==> src/rtl/uart_alu_pkg.sv <==
// Shared definitions for the serial-ALU top level: sequencer state
// encoding, default data widths and the ALU opcode map used by benches.
package uart_alu_pkg;

    localparam int unsigned NB_DATA_DEF = 8;
    localparam int unsigned NB_OPS_DEF  = 6;

    typedef enum logic [2:0] {
        WAIT_A  = 3'd0,
        WAIT_B  = 3'd1,
        WAIT_OP = 3'd2,
        EXEC    = 3'd3,
        SEND    = 3'd4,
        WAIT_TX = 3'd5
    } state_t;

    localparam logic [5:0] OP_ADD = 6'b100000;
    localparam logic [5:0] OP_SUB = 6'b100010;
    localparam logic [5:0] OP_AND = 6'b100100;
    localparam logic [5:0] OP_OR  = 6'b100101;
    localparam logic [5:0] OP_XOR = 6'b100110;
    localparam logic [5:0] OP_SRA = 6'b000011;
    localparam logic [5:0] OP_SRL = 6'b000010;
    localparam logic [5:0] OP_NOR = 6'b100111;

endpackage

==> src/rtl/frame_timeout_counter.sv <==
// Inter-byte timeout counter.
// Ports:
//   clk, rst  - clock, asynchronous active-high reset
//   clear     - zero the count (has priority over enable)
//   enable    - count this cycle
//   expire    - combinational: the current enabled cycle is the
//               TIMEOUT_CYCLES-th since the last clear
// TIMEOUT_CYCLES = 0 disables expiry.
module frame_timeout_counter #(
    parameter int unsigned TIMEOUT_CYCLES = 1000000,
    parameter int unsigned NB_TIMEOUT     = 20
) (
    input  logic clk,
    input  logic rst,
    input  logic clear,
    input  logic enable,
    output logic expire
);

    localparam int unsigned LAST_I = (TIMEOUT_CYCLES == 0) ? 0 : TIMEOUT_CYCLES - 1;
    localparam logic [NB_TIMEOUT-1:0] LAST = NB_TIMEOUT'(LAST_I);

    logic [NB_TIMEOUT-1:0] count;

    // count holds the number of elapsed enabled cycles; the edge that would
    // make it reach TIMEOUT_CYCLES is the expiry edge.
    assign expire = (TIMEOUT_CYCLES != 0) && enable && (count == LAST);

    always_ff @(posedge clk or posedge rst) begin
        if (rst) begin
            count <= '0;
        end else if (clear || expire) begin
            count <= '0;
        end else if (enable) begin
            count <= count + 1'b1;
        end
    end

endmodule

==> src/rtl/uart_alu_sequencer.sv <==
// Sequencer between UART rx/tx and the ALU: collects A, B and opcode
// bytes, presents them to the ALU, captures the result one cycle later
// and hands it to the transmitter.
// Ports:
//   i_clk, i_reset        - clock, asynchronous active-high reset
//   i_rx_data, i_rx_done  - received byte and its one-cycle strobe
//   i_alu_res             - combinational ALU result
//   i_tx_done             - transmitter finished strobe
//   o_data_a/o_data_b/o_ops - registered ALU operands and opcode
//   o_tx_data, o_tx_start - result byte and one-cycle start pulse
//   o_busy                - frame in progress (state != WAIT_A)
//   o_timeout, o_overrun  - one-cycle event pulses
module uart_alu_sequencer
    import uart_alu_pkg::*;
#(
    parameter int unsigned NB_DATA        = NB_DATA_DEF,
    parameter int unsigned NB_OPS         = NB_OPS_DEF,
    parameter int unsigned TIMEOUT_CYCLES = 1000000,
    parameter int unsigned NB_TIMEOUT     = 20
) (
    input  logic               i_clk,
    input  logic               i_reset,
    input  logic [NB_DATA-1:0] i_rx_data,
    input  logic               i_rx_done,
    input  logic [NB_DATA-1:0] i_alu_res,
    input  logic               i_tx_done,
    output logic [NB_DATA-1:0] o_data_a,
    output logic [NB_DATA-1:0] o_data_b,
    output logic [NB_OPS-1:0]  o_ops,
    output logic [NB_DATA-1:0] o_tx_data,
    output logic               o_tx_start,
    output logic               o_busy,
    output logic               o_timeout,
    output logic               o_overrun
);

    state_t state, state_nxt;

    logic [NB_DATA-1:0] data_a_nxt, data_b_nxt, tx_data_nxt;
    logic [NB_OPS-1:0]  ops_nxt;
    logic               tx_start_nxt, timeout_nxt, overrun_nxt;
    logic               collecting, expire;

    assign collecting = (state == WAIT_B) || (state == WAIT_OP);

    // An accepted byte clears the count, so a byte on the expiry edge wins.
    frame_timeout_counter #(
        .TIMEOUT_CYCLES (TIMEOUT_CYCLES),
        .NB_TIMEOUT     (NB_TIMEOUT)
    ) u_timeout (
        .clk    (i_clk),
        .rst    (i_reset),
        .clear  (!collecting || i_rx_done),
        .enable (collecting),
        .expire (expire)
    );

    always_comb begin
        state_nxt    = state;
        data_a_nxt   = o_data_a;
        data_b_nxt   = o_data_b;
        ops_nxt      = o_ops;
        tx_data_nxt  = o_tx_data;
        tx_start_nxt = 1'b0;
        timeout_nxt  = 1'b0;
        overrun_nxt  = 1'b0;
        case (state)
            WAIT_A: begin
                if (i_rx_done) begin
                    data_a_nxt = i_rx_data;
                    state_nxt  = WAIT_B;
                end
            end
            WAIT_B: begin
                if (i_rx_done) begin
                    data_b_nxt = i_rx_data;
                    state_nxt  = WAIT_OP;
                end else if (expire) begin
                    timeout_nxt = 1'b1;
                    state_nxt   = WAIT_A;
                end
            end
            WAIT_OP: begin
                if (i_rx_done) begin
                    ops_nxt   = i_rx_data[NB_OPS-1:0];
                    state_nxt = EXEC;
                end else if (expire) begin
                    timeout_nxt = 1'b1;
                    state_nxt   = WAIT_A;
                end
            end
            EXEC: begin
                tx_data_nxt  = i_alu_res;
                tx_start_nxt = 1'b1;
                overrun_nxt  = i_rx_done;
                state_nxt    = SEND;
            end
            SEND: begin
                overrun_nxt = i_rx_done;
                state_nxt   = WAIT_TX;
            end
            WAIT_TX: begin
                if (i_tx_done) begin
                    // A byte coincident with tx completion starts the next frame.
                    if (i_rx_done) begin
                        data_a_nxt = i_rx_data;
                        state_nxt  = WAIT_B;
                    end else begin
                        state_nxt  = WAIT_A;
                    end
                end else begin
                    overrun_nxt = i_rx_done;
                end
            end
            default: state_nxt = WAIT_A;
        endcase
    end

    always_ff @(posedge i_clk or posedge i_reset) begin
        if (i_reset) begin
            state      <= WAIT_A;
            o_data_a   <= '0;
            o_data_b   <= '0;
            o_ops      <= '0;
            o_tx_data  <= '0;
            o_tx_start <= 1'b0;
            o_timeout  <= 1'b0;
            o_overrun  <= 1'b0;
        end else begin
            state      <= state_nxt;
            o_data_a   <= data_a_nxt;
            o_data_b   <= data_b_nxt;
            o_ops      <= ops_nxt;
            o_tx_data  <= tx_data_nxt;
            o_tx_start <= tx_start_nxt;
            o_timeout  <= timeout_nxt;
            o_overrun  <= overrun_nxt;
        end
    end

    assign o_busy = (state != WAIT_A);

endmodule

==> config.mk <==
export PLATFORM = sky130hd
export DESIGN_NAME = uart_alu_sequencer
export DESIGN_NICKNAME = d
export VERILOG_FILES = /design/src/rtl/uart_alu_pkg.sv /design/src/rtl/frame_timeout_counter.sv /design/src/rtl/uart_alu_sequencer.sv
export SDC_FILE = /design/constraint.sdc
export NUM_CORES = 1
export LEC_CHECK = 0
export BUFFER_PORTS_ARGS = -buffer_cell sky130_fd_sc_hd__buf_2
export CORE_MARGIN = 2
export CORE_UTILIZATION = 40
export CTS_CLUSTER_SIZE = 25
export DETAILED_ROUTE_END_ITERATION = 16
export PLACE_DENSITY = 0.7
export SLEW_MARGIN = 5
export SYNTH_ARGS = -nofsm -noshare
export SYNTH_HDL_FRONTEND = slang
export SYNTH_SLANG_ARGS = --single-unit
==> constraint.sdc <==
create_clock -name i_clk -period 1.8 [get_ports i_clk]
set_input_delay 0.27 -clock i_clk [delete_from_list [all_inputs] [get_ports i_clk]]
set_output_delay 0.27 -clock i_clk [all_outputs]
set_load 0.01 [all_outputs]
Yosys cells after proc, flatten, opt, wreduce, memory -nomap -nowiden
Index checks and enable logic that the tools add are counted.
Storage, ports and cells
  register bits after elaboration: 56
  latch bits: 0
  bits in writable memories: 0
  bits in read-only memories: 0
  input port bits: 20
  output and inout port bits: 34
  logic and storage cells: 51
  memories kept: 0
Cells by class
  add/sub/neg operators: 1
  multipliers: 0
  divide/modulo/power cells: 0
  magnitude comparators: 0
  equality and inequality tests: 8
  shift operators: 0
  muxes and demuxes: 18
  bitwise logic cells: 0
  reduce and logical (&&, ||, !) cells: 15
Operators by type and width (count)
  $mux 20: 2
  $add 20x1->20 const B: 1
  $eq 20x20->1 const B: 1
  $pmux 3 s6: 1
  $mux 8: 2
  $pmux 8 s2: 1
  $mux 3: 5
  $reduce_and 2->1: 4
  $eq 3x2->1 const B: 2
  $eq 3x3->1 const B: 2
  $mux 1: 6
  $ne 2x2->1 const B: 2
  $reduce_bool 2->1: 2
  $reduce_or 2->1: 2
  $eq 3x1->1 const B: 1
  $logic_not 3->1: 1
  $logic_or 1x1->1: 3
  $reduce_bool 3->1: 1
  $pmux 1 s2: 1
  $logic_and 1x1->1: 1
  $logic_not 1->1: 1

Longest topological paths before layout
Gate-level depths: netlist of the first run.
  depth after elaboration: 6
  mapped depth: 6
  gate-level depth less buffers: 5

By module
From an unflattened synthesis of the first run, not the netlist that was laid out.
Second synthesis, totals
  cell total of the unflattened synthesis: 224
  area total of the unflattened synthesis: 2678.8 sq um
By module, submodules not included
  uart_alu_sequencer: times used 1, cells an instance 114, area an instance 1612.8 sq um, seq. area each 900.9 sq um
  frame_timeout_counter: times used 1, cells an instance 110, area an instance 1066.0 sq um, seq. area each 500.5 sq um

Worst setup path before layout of the first run
Ideal clock, no wire load.
  path kind: reg-to-reg
  start: register u_timeout.count[10]
  end: register u_timeout.count[18]
  setup time: 130 ps
  arrival time: 1794 ps
  required time: 1670 ps
  setup slack: -124 ps
  stages on the path, launching flop included: 6
  buffers on the path: 1
  period minus slack after synthesis: 1924 ps
  path through: dfrtp_1 -> or4_1 -> or4_4 -> o21ai_2 -> buf_6 -> a21oi_1
On the way
  word-level cells in the longest chain between the ends: 4
  elaborated cells between the ends (all ways): 7
  classes of those cells: 1 x add/sub; 1 x eq/ne; 2 x mux; 3 x reduce/logical
Ends and longest elaborated chain
  from (decl): line frame_timeout_counter.sv:23  | logic [NB_TIMEOUT-1:0] count;
  from (signal assigned): line frame_timeout_counter.sv:35  | count <= count + 1'b1;
  branches (longest 4 deep; another with $add 20x1->20)
Parallel ways; which one is timed is not known. The select of a mux whose other input is x is not followed.
A chain may end at the register's enable or synchronous reset.

Worst setup path in the final report of the first run
  start: register u_timeout.count[6]
  end: register u_timeout.count[13]
Same word-level chain as after synthesis.

==> results of run 1 <==
[final timing paths]
path | from | end | slack [ns] | cells after the start
worst max-delay path | u_timeout.count[6] | u_timeout.count[13] | -0.18 | 5
worst min-delay path | i_reset | o_data_a[7] | 0.008 | 3
worst max register to register | u_timeout.count[6] | u_timeout.count[13] | -0.18 | 5
worst min register to register | o_tx_data[1] | o_tx_data[1] | 0.48 | 2
max in group asynchronous | i_reset | u_timeout.count[9] | 1.50 | 3
min in group i_clk | i_alu_res[6] | o_tx_data[6] | 0.15 | 3
[routing by layer]
layer,vias up,GRT usage,part of all wire
met1,876,0.186,0.46
met2,46,0.257,0.48
met5,-,0,0
met4,0,0.0350,0.0074
li1,909,-,-
met3,4,0.0308,0.046
[metrics by stage]
stage / setup WS [ns] / area [um2] / TNS, ns / std cells
finish: -0.184 / 3070 / -3.69 / 371
global route: -0.267 / 3070 / -5.45 / 371
CTS: -0.206 / 3050 / -3.94 / 369
detailed placement: -0.191 / 2960 / -3.63 / 361
global placement: -0.144 / 2960 / -2.87 / 361
floorplan: -0.114 / 2440 / -2.18 / 216
[placed cells by master (no fill, tap or decap), drive strengths merged]
cell type	count
a21oi	10
a22oi	1
a31o	1
and3	1
and4	2
buf	79
clkbuf	5
clkinv	3
dfrtp	56
ha	1
inv	8
mux2	22
nand2	32
nand2b	1
nand3	10
nand3b	1
nand4	1
nand4b	1
nor2	14
nor3	5
nor3b	1
nor4	4
nor4b	2
o211ai	1
o21a	1
o21ai	6
o31ai	2
or3	7
or4	4
or4b	1
xnor2	10
xor2	3
[cell families (layout without fill, tap and decap cells)]
group | after synthesis | count (layout) | synth area share
adders and majority gates | 1 | 1 | 0.00513
xor gates and xnor gates | 13 | 13 | 0.0467
DFF | 56 | 56 | 0.575
muxes | 22 | 22 | 0.102
AOI/OAI and AO/OA | 22 | 22 | 0.0534
and+or+nand+nor | 87 | 87 | 0.189
buffers and inverters | 15 | 95 | 0.0293
[area by class of cell]
| type | instances | area share |
|---|---|---|
| flip-flops and latches | 56 | 0.457 |
| multi-input cells | 145 | 0.319 |
| repair buffers | 79 | 0.154 |
| well taps | 75 | 0.0306 |
| clock buffers | 5 | 0.0224 |
| inverters | 8 | 0.00979 |
| clock inverters | 3 | 0.00734 |
[power by group through the flow]
stage	clock [mW]	sequential, mW	combinational [mW]
3_5_place_dp	0	1.96	1.52
5_1_grt	0.773	1.98	1.67
6_report	0.688	1.92	1.50
2_1_floorplan	0	2.04	0.819
4_1_cts	0.724	1.93	1.52
3_3_place_gp	0	1.93	1.47
[state kept, by name (all words and copies together) (netlist names)]
register / count
o_data_a: 8
u_timeout.count: 20
o_timeout: 1
o_ops: 6
o_tx_data: 8
state: 3
o_data_b: 8
o_tx_start: 1
o_overrun: 1
[worst max-delay path, cell delays in order, from the launching register on]
cell     delay [ns]
dfrtp_1        0.38
or4_1          0.51
or4_4          0.59
o21ai_4        0.17
buf_12         0.17
nor2_1         0.06
[what timing repair did]
item,in CTS,in global routing
endpoints found under the setup margin,22,23
gates resized for setup,0,3
pin swaps,0,1
setup buffers,0,2
==> flow_summary.ini, run 1 <==
[pwr]
seqPwrFrac = 0.468
vdd_drop_max_mv = 0.673
combPwrFrac = 0.365
switchingPower_mw = 1.42
switching_share = 0.345
clockPowerShare = 0.168
power_density_nw_per_um2 = 1340
total_power_mw = 4.11
leakage_nw = 1.41
internal_power_mw = 2.69

[routing]
drt_iter0_drc = 46
drc_errors = 0
drt_pass1_iterations = 4
wirelength_um = 4720
avgViaCountPerCell = 4.95
wl_per_cell_um = 12.7
ant_nets = 0
vias = 1835

[yosys]
synthTopCellsByArea = dfrtp_1, mux2_2, nand2_1
ys.flop_type = dfrtp_1
synth_top_area_share = 0.575
ys_async_sr_fraction = 1.00
synth_edf_count = 0
syn_inst = 216
avgSynthCellArea_um2 = 11.3
ys_seq_area_frac = 0.575
syn_area_um2 = 2440
ys_types = 38
yosysMostFrequentCell = dfrtp_1
synth_seq_cells = 56
syn-num-nets = 237
yosysTopAreaCell = dfrtp_1
yosys_warnings = 0
netlist_top_cells_count = dfrtp_1, nand2_1, mux2_2, nor2_1

[flow_run]
drv_cap = 0

[place]
io_buffers = 53
routabilityCongestion = 0.760
dp_hpwl_um = 3630

[worst_setup_path]
critPathKind = reg -> reg
cp-start-kind = flop
required_ns = 2.00
cp-end-kind = flop
crit_fanout = 20
critPathArrivalTime_ns = 2.19

[cts]
numCtsBuffers = 5
clock_path_buffers = 2
htreeDepth = 2
clk_pin_slew_ns = 0.10
root_buffer = clkbuf_8
holdBufCountCts = 0
clock_latency_ns = 0.30
cts.sinks = 56
cts_tree = done

[final_layout]
utilization = 0.518
syn_to_final_growth_pct = 25.9
n_fill_cell = 549
multi_input_area_um2 = 978
seqCellArea_um2 = 1400
n_antenna_cell = 0
nets = 316
drive_gt1_frac = 0.402

[sta]
grt_setup_unrepaired = true
drv_slew = 0
period_share = 1.10
tightest_slew_ns = 0.411
min_period_ns = 1.98
max_slew_margin = 0.724
skew_ns = 0.00378
fmax_mhz = 504
holdWs_ns = 0.00824
setup_viol = 22
hold_viol = 0
fin_ws_ns = -0.184

[global_route]
grt_use_total = 0.147
grt_overflow_total = 0
grt_max_degree = 30
grt_pass1_wl_um = 7690
antenna_found_initial = 0
grt_pass1_vias = 1740

[outcome]
violations = negative setup slack
status = finished, violations left

[die]
core.rowCount = 28
die_w_um = 82.1
pin_count = 54
die_h_um = 82.1
core_area_um2 = 5920
start_util = 0.412
die-area_um2 = 6730

[min_path]
hp-class = in -> async
No activity file was read; power rests on OpenSTA's default activity.
==> inputs of run 2 (changes only) <==
HOLD_SLACK_MARGIN = 0.05   (was not set)
==> run 2 against run 1 <==
Global-route usage did not move. The run still ends with negative setup slack left. Setup slack barely moved. Hold slack improved by 0.14 ns. Total power barely moved. Critical endpoint unchanged. Sequential power barely moved. First-iteration DRC count rose by 17%. Non-clock buffer count rose by 1.
==> flow_summary.ini, run 2 (synthesis results as in run 1) <==
[final_layout]
nets = 317
n_antenna_cell = 0
utilization = 0.520
final_cell_mix = dfrtp_1, buf_2, nand2_1
regMostFlops = u_timeout.count
layout_commonest_cell = dfrtp_1
largest_reg_flops = 20
syn_to_final_growth_pct = 26.3
drive_gt1_frac = 0.401
final_cells = 372

[cts]
clock_path_buffers = 2
cts.sinks = 56
root_buffer = clkbuf_8
clk_pin_slew_ns = 0.10
numCtsBuffers = 5
htreeDepth = 2
clock_latency_ns = 0.30
cts_tree = done

[routing]
wirelength_um = 4730
drt_pass1_iterations = 4
ant_nets = 0
drt_iter0_drc = 54
avgViaCountPerCell = 4.94
vias = 1839
wl_per_cell_um = 12.7
drc_errors = 0

[worst_setup_path]
cp-end-kind = flop
cpPeakStageDelay_ns = 0.59
slowest_stage = or4_4
crit_chain = or4_1 > or4_4 > o21ai_4 > buf_12 > nor2_1
critPathArrivalTime_ns = 2.19
cp-start-kind = flop
crit_fanout = 20
critPathKind = reg -> reg
required_ns = 2.00

[place]
dp_hpwl_um = 3630
routabilityCongestion = 0.760
place_ws_ns = -0.191
io_buffers = 53
place_inst = 361

[sta]
grt_setup_unrepaired = true
fmax_mhz = 504
fin_ws_ns = -0.184
min_period_ns = 1.98
setup_viol = 22
drv_slew = 0
hold_viol = 0
tightest_slew_ns = 0.411
fin_setup_tns_ns = -3.69
max_slew_margin = 0.724
period_share = 1.10
skew_ns = 0.00378

[global_route]
grt_max_degree = 30
grt_overflow_total = 0
grt_use_total = 0.147
grt_pass1_wl_um = 7690
antenna_found_initial = 0
grt_pass1_vias = 1740

[die]
pin_count = 54
die-area_um2 = 6730
core_area_um2 = 5920
die_h_um = 82.1
die_w_um = 82.1
core.rowCount = 28
start_util = 0.412

[pwr]
total_power_mw = 4.11
vdd_drop_max_mv = 0.673
leakage_nw = 1.41
power_density_nw_per_um2 = 1330

[outcome]
status = finished, violations left
violations = negative setup slack

[flow_run]
drv_cap = 0

[min_path]
hp-class = in -> reg
run 2: cell types whose count changed in the layout (fill, tap and decap cells not counted):
cell	previous run	this run
dlygate4sd3_1	0	1
run 2: report_power, final:
group	switching [mW]	internal (mW)	leakage (nW)
Clock	0.409	0.280	0.0485
Sequential	0.263	1.66	0.716
Combinational	0.747	0.752	0.650
run 2: layer usage:
layer  up-vias  part of all wire  routed length [um]  global-route usage
li1        911                 -                   -                   -
met1       878              0.46                2180               0.186
met2        46              0.49                2300               0.257
met3         4             0.046                 217              0.0308
met4         0            0.0074                  35              0.0350
met5         -                 0                   0                   0
run 2: what timing repair did:
action | CTS | global route
gates resized for setup | 0 | 3
setup endpoints to repair | 22 | 23
setup buffers | 0 | 2
pin swaps | 0 | 1
hold buffers | 1 | 0
endpoints found under the hold margin | 56 | 0
run 2: path summary, 6_finish.rpt:
check,from,to,slack [ns],cells after the start
max,u_timeout.count[6],u_timeout.count[13],-0.18,5
min,i_alu_res[6],o_tx_data[6],0.15,3
max reg2reg,u_timeout.count[6],u_timeout.count[13],-0.18,5
min reg2reg,o_tx_data[1],o_tx_data[1],0.48,2
max in group asynchronous,i_reset,u_timeout.count[9],0.95,4
min in group asynchronous,i_reset,o_data_a[7],0.56,4
run 2: worst max-delay path, delay by kind of cell (launching register included):
family          cells  cell delay, ns
flops               1            0.38
buf+inv             1            0.17
simple gates        3            1.16
compound gates      1            0.17
run 2: cell type report:
class / count / area [um2]
clock buffer: 5 / 68.8
sequential: 56 / 1400
multi-input combinational: 145 / 978
clock inverter: 3 / 22.5
inverter: 8 / 30.0
fill: 548 / 2840
tap: 75 / 93.8
timing repair buffer: 80 / 483
run 2: metrics by stage:
stage / area [um2] / hold WS [ns]
after detailed placement: 2960 / 0.356
after global placement: 2960 / 0.355
after CTS: 3060 / 0.141
after floorplan: 2440 / 0.375
final: 3080 / 0.148
after global routing: 3080 / 0.139
